$ cat src/rtl/prog_loader_if.sv
// Bus bundle between the program loader, its source ROM, the program memory
// and the CPU core control lines.
interface prog_loader_if #(
  parameter int ADDR_W = 8,
  parameter int DATA_W = 16
);
  logic              start;
  logic [ADDR_W-1:0] rom_addr;
  logic [DATA_W-1:0] rom_data;
  logic              mem_we;
  logic [ADDR_W-1:0] mem_addr;
  logic [DATA_W-1:0] mem_wdata;
  logic              core_reset;
  logic              busy;
  logic              done;
  logic [ADDR_W:0]   load_count;

  // Loader side
  modport slave (
    input  start, rom_data,
    output rom_addr, mem_we, mem_addr, mem_wdata,
           core_reset, busy, done, load_count
  );

  // Environment side (ROM, memory, controller)
  modport master (
    output start, rom_data,
    input  rom_addr, mem_we, mem_addr, mem_wdata,
           core_reset, busy, done, load_count
  );
endinterface

$ cat src/rtl/prog_loader.sv
// Boot-time program loader: copies ROM_DEPTH words from a synchronous ROM
// (1-cycle read latency) into program memory while holding the CPU core in
// reset, then releases the core. A rising edge of start in DONE reloads.
module prog_loader #(
  parameter int ROM_DEPTH = 256,
  parameter int ADDR_W    = 8,
  parameter int DATA_W    = 16
) (
  input  logic         clk,
  input  logic         reset_n,
  prog_loader_if.slave bus
);

  typedef enum logic [1:0] {IDLE, LOAD, DRAIN, DONE} state_t;

  localparam logic [ADDR_W-1:0] LAST_ADDR = ADDR_W'(ROM_DEPTH - 1);
  localparam logic [ADDR_W-1:0] ADDR_ONE  = ADDR_W'(1);
  localparam logic [ADDR_W:0]   CNT_MAX   = (ADDR_W + 1)'(ROM_DEPTH);
  localparam logic [ADDR_W:0]   CNT_ONE   = (ADDR_W + 1)'(1);

  state_t            state;
  logic              start_q;
  logic              start_armed;
  logic              start_edge;
  logic [ADDR_W-1:0] rom_addr;
  logic              vld_p1;
  logic [ADDR_W-1:0] addr_p1;
  logic              core_reset;
  logic              busy;
  logic              done;
  logic [ADDR_W:0]   load_count;

  // Saturating word counter so the count parks at ROM_DEPTH.
  function automatic logic [ADDR_W:0] sat_inc(input logic [ADDR_W:0] v);
    return (v == CNT_MAX) ? v : v + CNT_ONE;
  endfunction

  // start_armed only goes high once start has been seen low, so a level held
  // high across reset release never counts as a request.
  assign start_edge = bus.start & ~start_q & start_armed;

  // Control FSM, ROM read stage (p0) and one-cycle-delayed write stage (p1).
  always_ff @(posedge clk) begin
    if (!reset_n) begin
      state       <= IDLE;
      start_q     <= 1'b0;
      start_armed <= ~bus.start;
      rom_addr    <= '0;
      vld_p1      <= 1'b0;
      addr_p1     <= '0;
      core_reset  <= 1'b1;
      busy        <= 1'b0;
      done        <= 1'b0;
      load_count  <= '0;
    end else begin
      start_q     <= bus.start;
      start_armed <= start_armed | ~bus.start;

      // p0 -> p1: the word read in a LOAD cycle is written on the next cycle
      vld_p1  <= (state == LOAD);
      addr_p1 <= rom_addr;
      if (vld_p1) begin
        load_count <= sat_inc(load_count);
      end

      case (state)
        IDLE, DONE: begin
          if (start_edge) begin
            state      <= LOAD;
            rom_addr   <= '0;
            load_count <= '0;
            core_reset <= 1'b1;
            busy       <= 1'b1;
            done       <= 1'b0;
          end
        end
        LOAD: begin
          if (rom_addr == LAST_ADDR) begin
            state <= DRAIN;
          end else begin
            rom_addr <= rom_addr + ADDR_ONE;
          end
        end
        DRAIN: begin
          state      <= DONE;
          busy       <= 1'b0;
          done       <= 1'b1;
          core_reset <= 1'b0;
        end
        default: state <= IDLE;
      endcase
    end
  end

  assign bus.rom_addr   = rom_addr;
  assign bus.mem_we     = vld_p1;
  assign bus.mem_addr   = addr_p1;
  assign bus.mem_wdata  = vld_p1 ? bus.rom_data : {DATA_W{1'b0}};
  assign bus.core_reset = core_reset;
  assign bus.busy       = busy;
  assign bus.done       = done;
  assign bus.load_count = load_count;

endmodule
$ cat src/flat_wrapper.sv
// flat-port wrapper written by rule: the top's interface ports become plain ports
module prog_loader_flat 
#(
  parameter int ROM_DEPTH = 256,
  parameter int ADDR_W    = 8,
  parameter int DATA_W    = 16
)
  (clk, reset_n, bus_start, bus_rom_data, bus_rom_addr, bus_mem_we, bus_mem_addr, bus_mem_wdata, bus_core_reset, bus_busy, bus_done, bus_load_count);
  prog_loader_if #(.ADDR_W(ADDR_W), .DATA_W(DATA_W)) bus_i ();
  input  logic clk;
  input  logic reset_n;
  input wire logic [$bits(bus_i.start)-1:0] bus_start;
  input wire logic [$bits(bus_i.rom_data)-1:0] bus_rom_data;
  output wire logic [$bits(bus_i.rom_addr)-1:0] bus_rom_addr;
  output wire logic [$bits(bus_i.mem_we)-1:0] bus_mem_we;
  output wire logic [$bits(bus_i.mem_addr)-1:0] bus_mem_addr;
  output wire logic [$bits(bus_i.mem_wdata)-1:0] bus_mem_wdata;
  output wire logic [$bits(bus_i.core_reset)-1:0] bus_core_reset;
  output wire logic [$bits(bus_i.busy)-1:0] bus_busy;
  output wire logic [$bits(bus_i.done)-1:0] bus_done;
  output wire logic [$bits(bus_i.load_count)-1:0] bus_load_count;
  assign bus_i.start = bus_start;
  assign bus_i.rom_data = bus_rom_data;
  assign bus_rom_addr = bus_i.rom_addr;
  assign bus_mem_we = bus_i.mem_we;
  assign bus_mem_addr = bus_i.mem_addr;
  assign bus_mem_wdata = bus_i.mem_wdata;
  assign bus_core_reset = bus_i.core_reset;
  assign bus_busy = bus_i.busy;
  assign bus_done = bus_i.done;
  assign bus_load_count = bus_i.load_count;
  prog_loader #(.ROM_DEPTH(ROM_DEPTH), .ADDR_W(ADDR_W), .DATA_W(DATA_W)) u_core (.clk(clk), .reset_n(reset_n), .bus(bus_i));
endmodule
$ cat config.mk
export PLATFORM = sky130hd
export DESIGN_NAME = prog_loader_flat
export DESIGN_NICKNAME = d
export VERILOG_FILES = /design/src/rtl/prog_loader_if.sv /design/src/rtl/prog_loader.sv /design/src/flat_wrapper.sv
export SDC_FILE = /design/constraint.sdc
export NUM_CORES = 1
export LEC_CHECK = 0
export BUFFER_PORTS_ARGS = -buffer_cell sky130_fd_sc_hd__buf_2
export CAP_MARGIN = 30
export CORE_UTILIZATION = 47
export CTS_CLUSTER_SIZE = 12
export DETAILED_ROUTE_END_ITERATION = 6
export HOLD_SLACK_MARGIN = 0.03
export PLACE_DENSITY = 0.81
export SKIP_CTS_REPAIR_TIMING = 1
export SLEW_MARGIN = 10
export SYNTH_ARGS = -nofsm -noshare
export SYNTH_HDL_FRONTEND = slang
export SYNTH_SLANG_ARGS = --single-unit
$ cat constraint.sdc
create_clock -name clk -period 2.25 [get_ports clk]
set_clock_uncertainty 0.2 [all_clocks]
set_input_delay 0.1125 -clock clk [delete_from_list [all_inputs] [get_ports clk]]
set_output_delay 0.1125 -clock clk [all_outputs]
set_load 0.05 [all_outputs]
## After elaboration in Yosys (flattened, before gate mapping)

Index checks and enable logic that the tools add are counted.

| storage, ports and cells | value |
|---|---|
| bits in read-only memories | 0 |
| input port bits | 19 |
| memories | 0 |
| bits in registers | 33 |
| output and inout bits | 45 |
| bits in latches | 0 |
| RAM bits | 0 |
| word-level logic and storage cells | 48 |

| operators by class | value |
|---|---|
| bitwise logic cells | 5 |
| order comparisons | 0 |
| add/subtract/negate cells | 2 |
| mux-type cells | 16 |
| divide/modulo/power cells | 0 |
| equality and inequality tests | 8 |
| reductions and logical operators | 7 |
| shifts and indexed selects | 0 |
| $mul | 0 |

Operator list:

| kind | number |
|---|---|
| 9-bit two-way mux | 4 |
| 16-bit two-way mux | 1 |
| 8-bit two-way mux | 2 |
| 8-bit case mux with 2 select lines | 1 |
| 9-bit by 1-bit adder with 9-bit output, second input constant | 1 |
| 9-bit == test, second input constant | 1 |
| 8-bit by 1-bit adder with 8-bit output, second input constant | 1 |
| 8-bit == test, second input constant | 1 |
| 2-bit case mux with 3 select lines | 1 |
| 2-bit == test, second input constant | 2 |
| 2-bit two-way mux | 2 |
| 2-bit inequality test, second input constant | 2 |
| 1-bit case mux with 2 select lines | 2 |
| 2-bit AND reduction | 2 |
| 2-bit nonzero test | 2 |
| 1-bit two-way mux | 3 |
| 3-bit AND reduction | 1 |
| 1-bit AND | 2 |
| 2-bit by 1-bit == test with 1-bit output, second input constant | 1 |
| 2-bit logical NOT | 1 |
| 2-bit by 1-bit inequality test with 1-bit output, second input constant | 1 |
| 1-bit NOT | 2 |
| 2-bit OR reduction | 1 |
| 1-bit OR | 1 |

## Depth between registers and ports, before layout

Gate-level depths: netlist of run 1.

| logic depth | value |
|---|---|
| depth after elaboration | 5 |
| gate-level depth with buffers | 7 |
| gate-level depth less buffers | 6 |

## Worst setup path after synthesis of run 1

No wires, ideal clock.

| timing path | value |
|---|---|
| path type | register to register |
| start | register u_core.rom_addr[0] (netlist: u_core.bus.rom_addr[0]) |
| end | register u_core.state[1] |
| data required time | 1.934 ns |
| path slack | 0.221 ns |
| clock period less this slack | 2.029 ns |
| library setup time | 0.116 ns |
| stages on the path, launching flop included | 6 |
| arrival | 1.713 ns |
| path buffers | 0 |
| cell sequence | dfxtp_1 -> ha_1 -> nand4_1 -> o21ai_1 -> a211oi_1 -> a31o_2 |

| on the way | value |
|---|---|
| cells in the longest elaborated chain, start to end | 3 |

RTL lines:

| what | line | source |
|---|---|---|
| from (decl) | prog_loader.sv:25 | `logic [ADDR_W-1:0] rom_addr;` |
| from (signal assigned) | prog_loader.sv:81 | `rom_addr <= rom_addr + ADDR_ONE;` |
| 8-bit == test | prog_loader.sv:78 | `if (rom_addr == LAST_ADDR) begin` |
| 2-bit inequality test (no line) | n/a |  |
| 2-bit AND reduction (no line) | n/a |  |
| to (signal assigned) | prog_loader.sv:79 | `state <= DRAIN;` |
| to (signal assigned) | prog_loader.sv:85 | `state <= DONE;` |
| to (signal assigned) | prog_loader.sv:90 | `default: state <= IDLE;` |
| to (decl) | prog_loader.sv:21 | `state_t state;` |

Every way passes these cells.
A chain may end at the register's enable or synchronous reset.

## Final worst setup path of run 1

| timing path | value |
|---|---|
| start | register u_core.state[0] |
| end | register u_core.rom_addr[5] (netlist: u_core.bus.rom_addr[5]) |

| on the way | value |
|---|---|
| cells in the longest elaborated chain, start to end | 4 |
| elaborated cells on any way between the ends | 9 |
| classes of those cells | 4 x eq/ne; 1 x mux; 4 x reduce/logical |

RTL lines:

| what | line | source |
|---|---|---|
| from (signal assigned) | prog_loader.sv:45 | `state <= IDLE;` |
| from (signal assigned) | prog_loader.sv:69 | `state <= LOAD;` |
| from (signal assigned) | prog_loader.sv:79 |  |
| 2-bit == test or 2-bit logical NOT (tied branches) | prog_loader.sv:66 | `case (state)` |
| 2-bit OR reduction | prog_loader.sv:66 |  |
| 2-bit by 1-bit inequality test with 1-bit output (no line) or 2-bit nonzero test (tied branches) | n/a |  |
| 3-bit AND reduction (no line) | n/a |  |

Parallel ways exist; a longest one is shown, timed or not.

==> flow_summary.ini, run 1 <==
[run_status]
outcome = completed

[cts]
ctsLongestPathBuffers = 2
clk_latency_ns = 0.34
cts.htree.levels = 2
cts_sinks = 33
clk_pin_slew_worst_paths_ns = 0.10
ctsRootBufferMaster = clkbuf_4
cts-buffers-inserted = 5
cts_tree = built

[critical_path]
endpoint_kind = flip-flop
cp-start-kind = flip-flop
r2r_cells = 5
critPathArrivalTime_ns = 1.92
r2r-start = u_core.state[0]
r2r-end = u_core.bus.rom_addr[5]
cp_max_fo = 9
crit_type = flip-flop to flip-flop
cp.required_ns = 2.31
regToRegSetupSlack_ns = 0.38

[global_routing]
first_global_vias = 1202
grt.overflow.total = 0
grt_pass1_wl_um = 4980
grt_max_degree = 18
antenna_found_initial = 0
grt.total_usage_pct = 19.8

[route]
drt_wl_total_um = 3160
drc = 0
vias_per_cell = 4.94
wire_per_inst_um = 11.1
vias = 1409
first_iter_violations = 26
postRouteAntennaNets = 0
dr.pass1.iters = 4

[timing]
tns_ns = 0
setup_violations = 0
tightestPinTransition_ns = 0.361
fin_crit_ns = 1.87
hold_slack_ns = 0.327
min_period_over_period_pct = 83.0
relSlewSlack_pct = 75.8
finalMaxSlewViolations = 0
grt_setup_unrepaired = no
timing.fmax_ghz = 0.536
hold_viol = 0

[power_and_ir_drop]
leakage_uw = 0.000970
irDropWorstVdd_uv = 459
power_density_mw_per_mm2 = 881

[finish]
area_growth_pct = 29.0
post-route-util_pct = 63.8
final_cell_mix = 63 x buf_2, 33 x dfxtp_1, 20 x and2_1
drive_gt1_share_pct = 32.8
final_common_cell = buf_2
fin_nets = 265
antenna_cells = 0

[synth]
synth_edf_count = 0
syn-num-nets = 197
yosysSeqAreaShare_pct = 43.7
async_flop_share_pct = 0
yosysUniqueCellTypes = 38
synth.avg_cell_area_um2 = 8.78
yosys_warnings = 0
ys_ff_latch = 33
syn_inst = 172
synth_area_mm2 = 0.00151
synthFlopType = dfxtp_1

[floorplan]
die_h_um = 58.7
fp.dieW_um = 58.7
die_area_mm2 = 0.00344
start_util_pct = 49.5
rows = 20
ioPinCount = 64
coreArea_mm2 = 0.00305

[placement]
gp_congestion = 0.827
dpl.hpwl_um = 2320
port-buffer-count = 63

[min_path]
hold_end = u_core.bus.mem_addr[0]
min_path_cells = 2
worstHoldStart = u_core.bus.rom_addr[0]
hold_class = flip-flop to flip-flop

[job]
cap_violations = 0
## registers in the layout, summed over array words and instances (netlist names), 2 cells and up
name and cells:
u_core.bus.load_count 9, u_core.bus.mem_addr 8, u_core.bus.rom_addr 8, u_core.state 2
## per-stage QoR
stage | worst slack (ns) | instance area (um2) | total power [uW] | cells
finish | 0.383 | 1950 | 1720 | 285
global route | 0.233 | 1950 | 1810 | 285
CTS | 0.389 | 1920 | 1720 | 282
detailed placement | 0.400 | 1870 | 1400 | 274
global placement | 0.438 | 1870 | 1390 | 274
floorplan | 0.221 | 1510 | 1250 | 172
## area by class of cell
cell class,instances,area (um2)
multi-input combinational,117,764
fill,284,1100
clock buffer,6,41.3
timing repair buffer,68,360
clock inverter,2,10.0
tap,44,55.1
inverter,15,56.3
sequential,33,661
## worst max-delay path by stage
stage	startpoint	to	slack [ns]	cells past startpoint
floorplan	u_core.bus.rom_addr[0]	u_core.state[1]	0.22	5
finish	u_core.state[0]	u_core.bus.rom_addr[5]	0.38	5
global route	u_core.state[0]	u_core.bus.rom_addr[1]	0.23	7
detailed placement	u_core.state[0]	u_core.bus.rom_addr[4]	0.40	7
global placement	u_core.state[0]	u_core.bus.rom_addr[5]	0.44	5
CTS	u_core.state[0]	u_core.bus.rom_addr[5]	0.39	5
## cell families (layout without fill, tap and decap cells)
family	Yosys count	count (layout)	synth area share (%)
DFF	33	33	43.7
and+or+nand+nor	76	76	26.6
AOI/OAI and AO/OA	26	26	13.8
xor gates and xnor gates	8	8	4.64
buffers and inverters	22	91	5.63
adders and majority gates	6	6	4.97
muxes	1	1	0.663
## worst max-delay path: stages (launching register included)
cell and delay (ns):
dfxtp_1 0.39, inv_1 0.06, ha_1 0.33, nand2b_1 0.27, nand3_1 0.23, o32ai_1 0.31
## per-layer routing
metal | up-vias | global-route usage (%) | wire (um)
met1 | 626 | 22.5 | 1430
met4 | 0 | 13.3 | 59
li1 | 721 | - | -
met5 | - | 0 | 0
met3 | 6 | 5.05 | 250
met2 | 56 | 32.8 | 1420
## Yosys cell counts (all sizes together), types with 5 or more instances
master   n  share of area [%]
a211oi   5                2.5
and2    20                8.3
clkbuf   5                1.2
dfxtp   33                 44
ha       6                5.0
inv     15                3.7
nand2   18                4.5
nand4    6                2.5
nor2    15                3.7
## power breakdown
| group | switching (uW) | leakage [uW] | total (uW) | internal [uW] |
|---|---|---|---|---|
| Sequential | 47.0 | 0.000268 | 683 | 636 |
| Combinational | 499 | 0.000671 | 709 | 210 |
| Clock | 205 | 0.0000320 | 324 | 119 |
| Total | 751 | 0.000970 | 1720 | 965 |
No activity file was read; power rests on OpenSTA's default activity.
==> inputs of run 2 (changes only) <==
--- a/config.mk
+++ b/config.mk
@@ -7,11 +7,11 @@
 export LEC_CHECK = 0
 export BUFFER_PORTS_ARGS = -buffer_cell sky130_fd_sc_hd__buf_2
 export CAP_MARGIN = 30
-export CORE_UTILIZATION = 47
+export CORE_UTILIZATION = 42
 export CTS_CLUSTER_SIZE = 12
 export DETAILED_ROUTE_END_ITERATION = 6
 export HOLD_SLACK_MARGIN = 0.03
-export PLACE_DENSITY = 0.81
+export PLACE_DENSITY = 0.76
 export SKIP_CTS_REPAIR_TIMING = 1
 export SLEW_MARGIN = 10
 export SYNTH_ARGS = -nofsm -noshare
==> constraint.sdc (replaced) <==
create_clock -name clk -period 1.6 [get_ports clk]
set_clock_uncertainty 0.2 [all_clocks]
set_input_delay 0.08 -clock clk [delete_from_list [all_inputs] [get_ports clk]]
set_output_delay 0.08 -clock clk [all_outputs]
set_load 0.05 [all_outputs]
==> flow_summary.ini, run 2 (synthesized netlist as in run 1, its figures left out) <==
[timing]
hold_slack_ns = 0.179
fin_crit_ns = 1.70
tightestPinTransition_ns = 0.360
hold_viol = 0
grt_setup_unrepaired = yes
timing.fmax_ghz = 0.588
finalMaxSlewViolations = 0
min_period_over_period_pct = 106
relSlewSlack_pct = 76.0
setup_violations = 9
setup_slack_ns = -0.0997

[finish]
final_area_mm2 = 0.00229
antenna_cells = 0
final_cell_mix = 62 x buf_2, 26 x buf_4, 18 x nand2_1
area_growth_pct = 51.9
post-route-util_pct = 67.7
drive_gt1_share_pct = 52.3
final_common_cell = buf_2
fin_nets = 290
largest_reg_flops = 9
regMostFlops = u_core.bus.load_count

[placement]
place_area_mm2 = 0.00210
post-place-ws_ns = -0.0891
port-buffer-count = 63
gp_congestion = 0.853
dpl.hpwl_um = 2650

[run_status]
violations = setup timing
outcome = finished with violations

[floorplan]
ioPinCount = 64
fp.dieW_um = 62.0
coreArea_mm2 = 0.00339
rows = 21
die_h_um = 62.0
die_area_mm2 = 0.00384
start_util_pct = 44.6

[critical_path]
cp_max_fo = 8
r2r_cells = 6
cp.required_ns = 1.64
critPathArrivalTime_ns = 1.73
worst_path_largest_cell_delay_ns = 0.36
crit_type = flip-flop to flip-flop
cp_slowest_cell = dfxtp_2
cp-start-kind = flip-flop
endpoint_kind = flip-flop
path_cells = inv_2 > ha_4 > and4b_1 > a21oi_4 > nor3_2 > o221a_2

[cts]
cts_tree = built
clk_pin_slew_worst_paths_ns = 0.10
ctsLongestPathBuffers = 2
clk_latency_ns = 0.33
cts.htree.levels = 2
ctsRootBufferMaster = clkbuf_4
cts_sinks = 33
cts-buffers-inserted = 5

[route]
wire_per_inst_um = 11.6
vias = 1526
postRouteAntennaNets = 0
vias_per_cell = 4.89
drt_wl_total_um = 3610
dr.pass1.iters = 4
first_iter_violations = 37
drc = 0

[global_routing]
grt.overflow.total = 0
grt_max_degree = 18
antenna_found_initial = 0
grt_pass1_wl_um = 5400
grt.total_usage_pct = 19.5
first_global_vias = 1226

[min_path]
min_path_cells = 4
hold_class = input pin to flip-flop

[power_and_ir_drop]
power_density_mw_per_mm2 = 1190
leakage_uw = 0.00114
irDropWorstVdd_uv = 728

[job]
cap_violations = 0
-- run 2: cell types whose count changed in the layout (fill, tap and decap cells not counted), moves of 2 or more --
cell      change
ha_1          -2
buf_4        +24
dfxtp_2      +12
and2_2       +10
ha_4          +2
clkbuf_8      +2
dfxtp_4       +5
dfxtp_1      -17
and2_1       -10
-- run 2: where the power goes --
part	total (uW)	switching [uW]	leakage [uW]	internal, uW
combinational	1220	785	0.000825	437
clock	538	284	0.0000413	255
sequential	962	56.8	0.000277	905
-- run 2: worst max-delay path: cells and delay by family (launching register included) --
| kind | cells | cell delay (ns) |
|---|---|---|
| DFF | 1 | 0.36 |
| and+or+nand+nor | 2 | 0.29 |
| buffers and inverters | 1 | 0.05 |
| adders and majority gates | 1 | 0.22 |
| AOI/OAI and AO/OA | 2 | 0.50 |
-- run 2: worst paths after layout --
check,startpoint,to,slack [ns]
worst max-delay path,u_core.state[0],u_core.bus.rom_addr[6],-0.1
worst min-delay path,bus_start,u_core.bus.core_reset,0.18
worst max register to register,u_core.state[0],u_core.bus.rom_addr[6],-0.1
worst min register to register,u_core.bus.rom_addr[5],u_core.bus.mem_addr[5],0.31
-- run 2: layer usage --
layer  vias to the layer above  track usage [%]  part of all wire (%)
li1                        775                -                     -
met1                       684             23.2                    44
met2                        62             33.3                    48
met3                         5             4.55                   6.4
met4                         0             8.57                   1.5
met5                         -                0                     0
-- run 2: final cells by class --
type | instances | area [um2]
fill | 265 | 1100
multi-input combinational | 117 | 862
sequential | 33 | 694
timing repair buffer | 93 | 553
clock buffer | 7 | 65.1
tap | 46 | 57.6
inverter | 15 | 56.3
clock inverter | 1 | 5.00
-- run 2: stage by stage --
step	instances	setup TNS (ns)	total power (uW)
CTS	302	-1.25	2670
finish	312	-0.404	2720
detailed placement	294	-0.392	2130
floorplan	172	-0.432	1850
global route	312	-1.46	2900
global placement	294	-0.258	2120
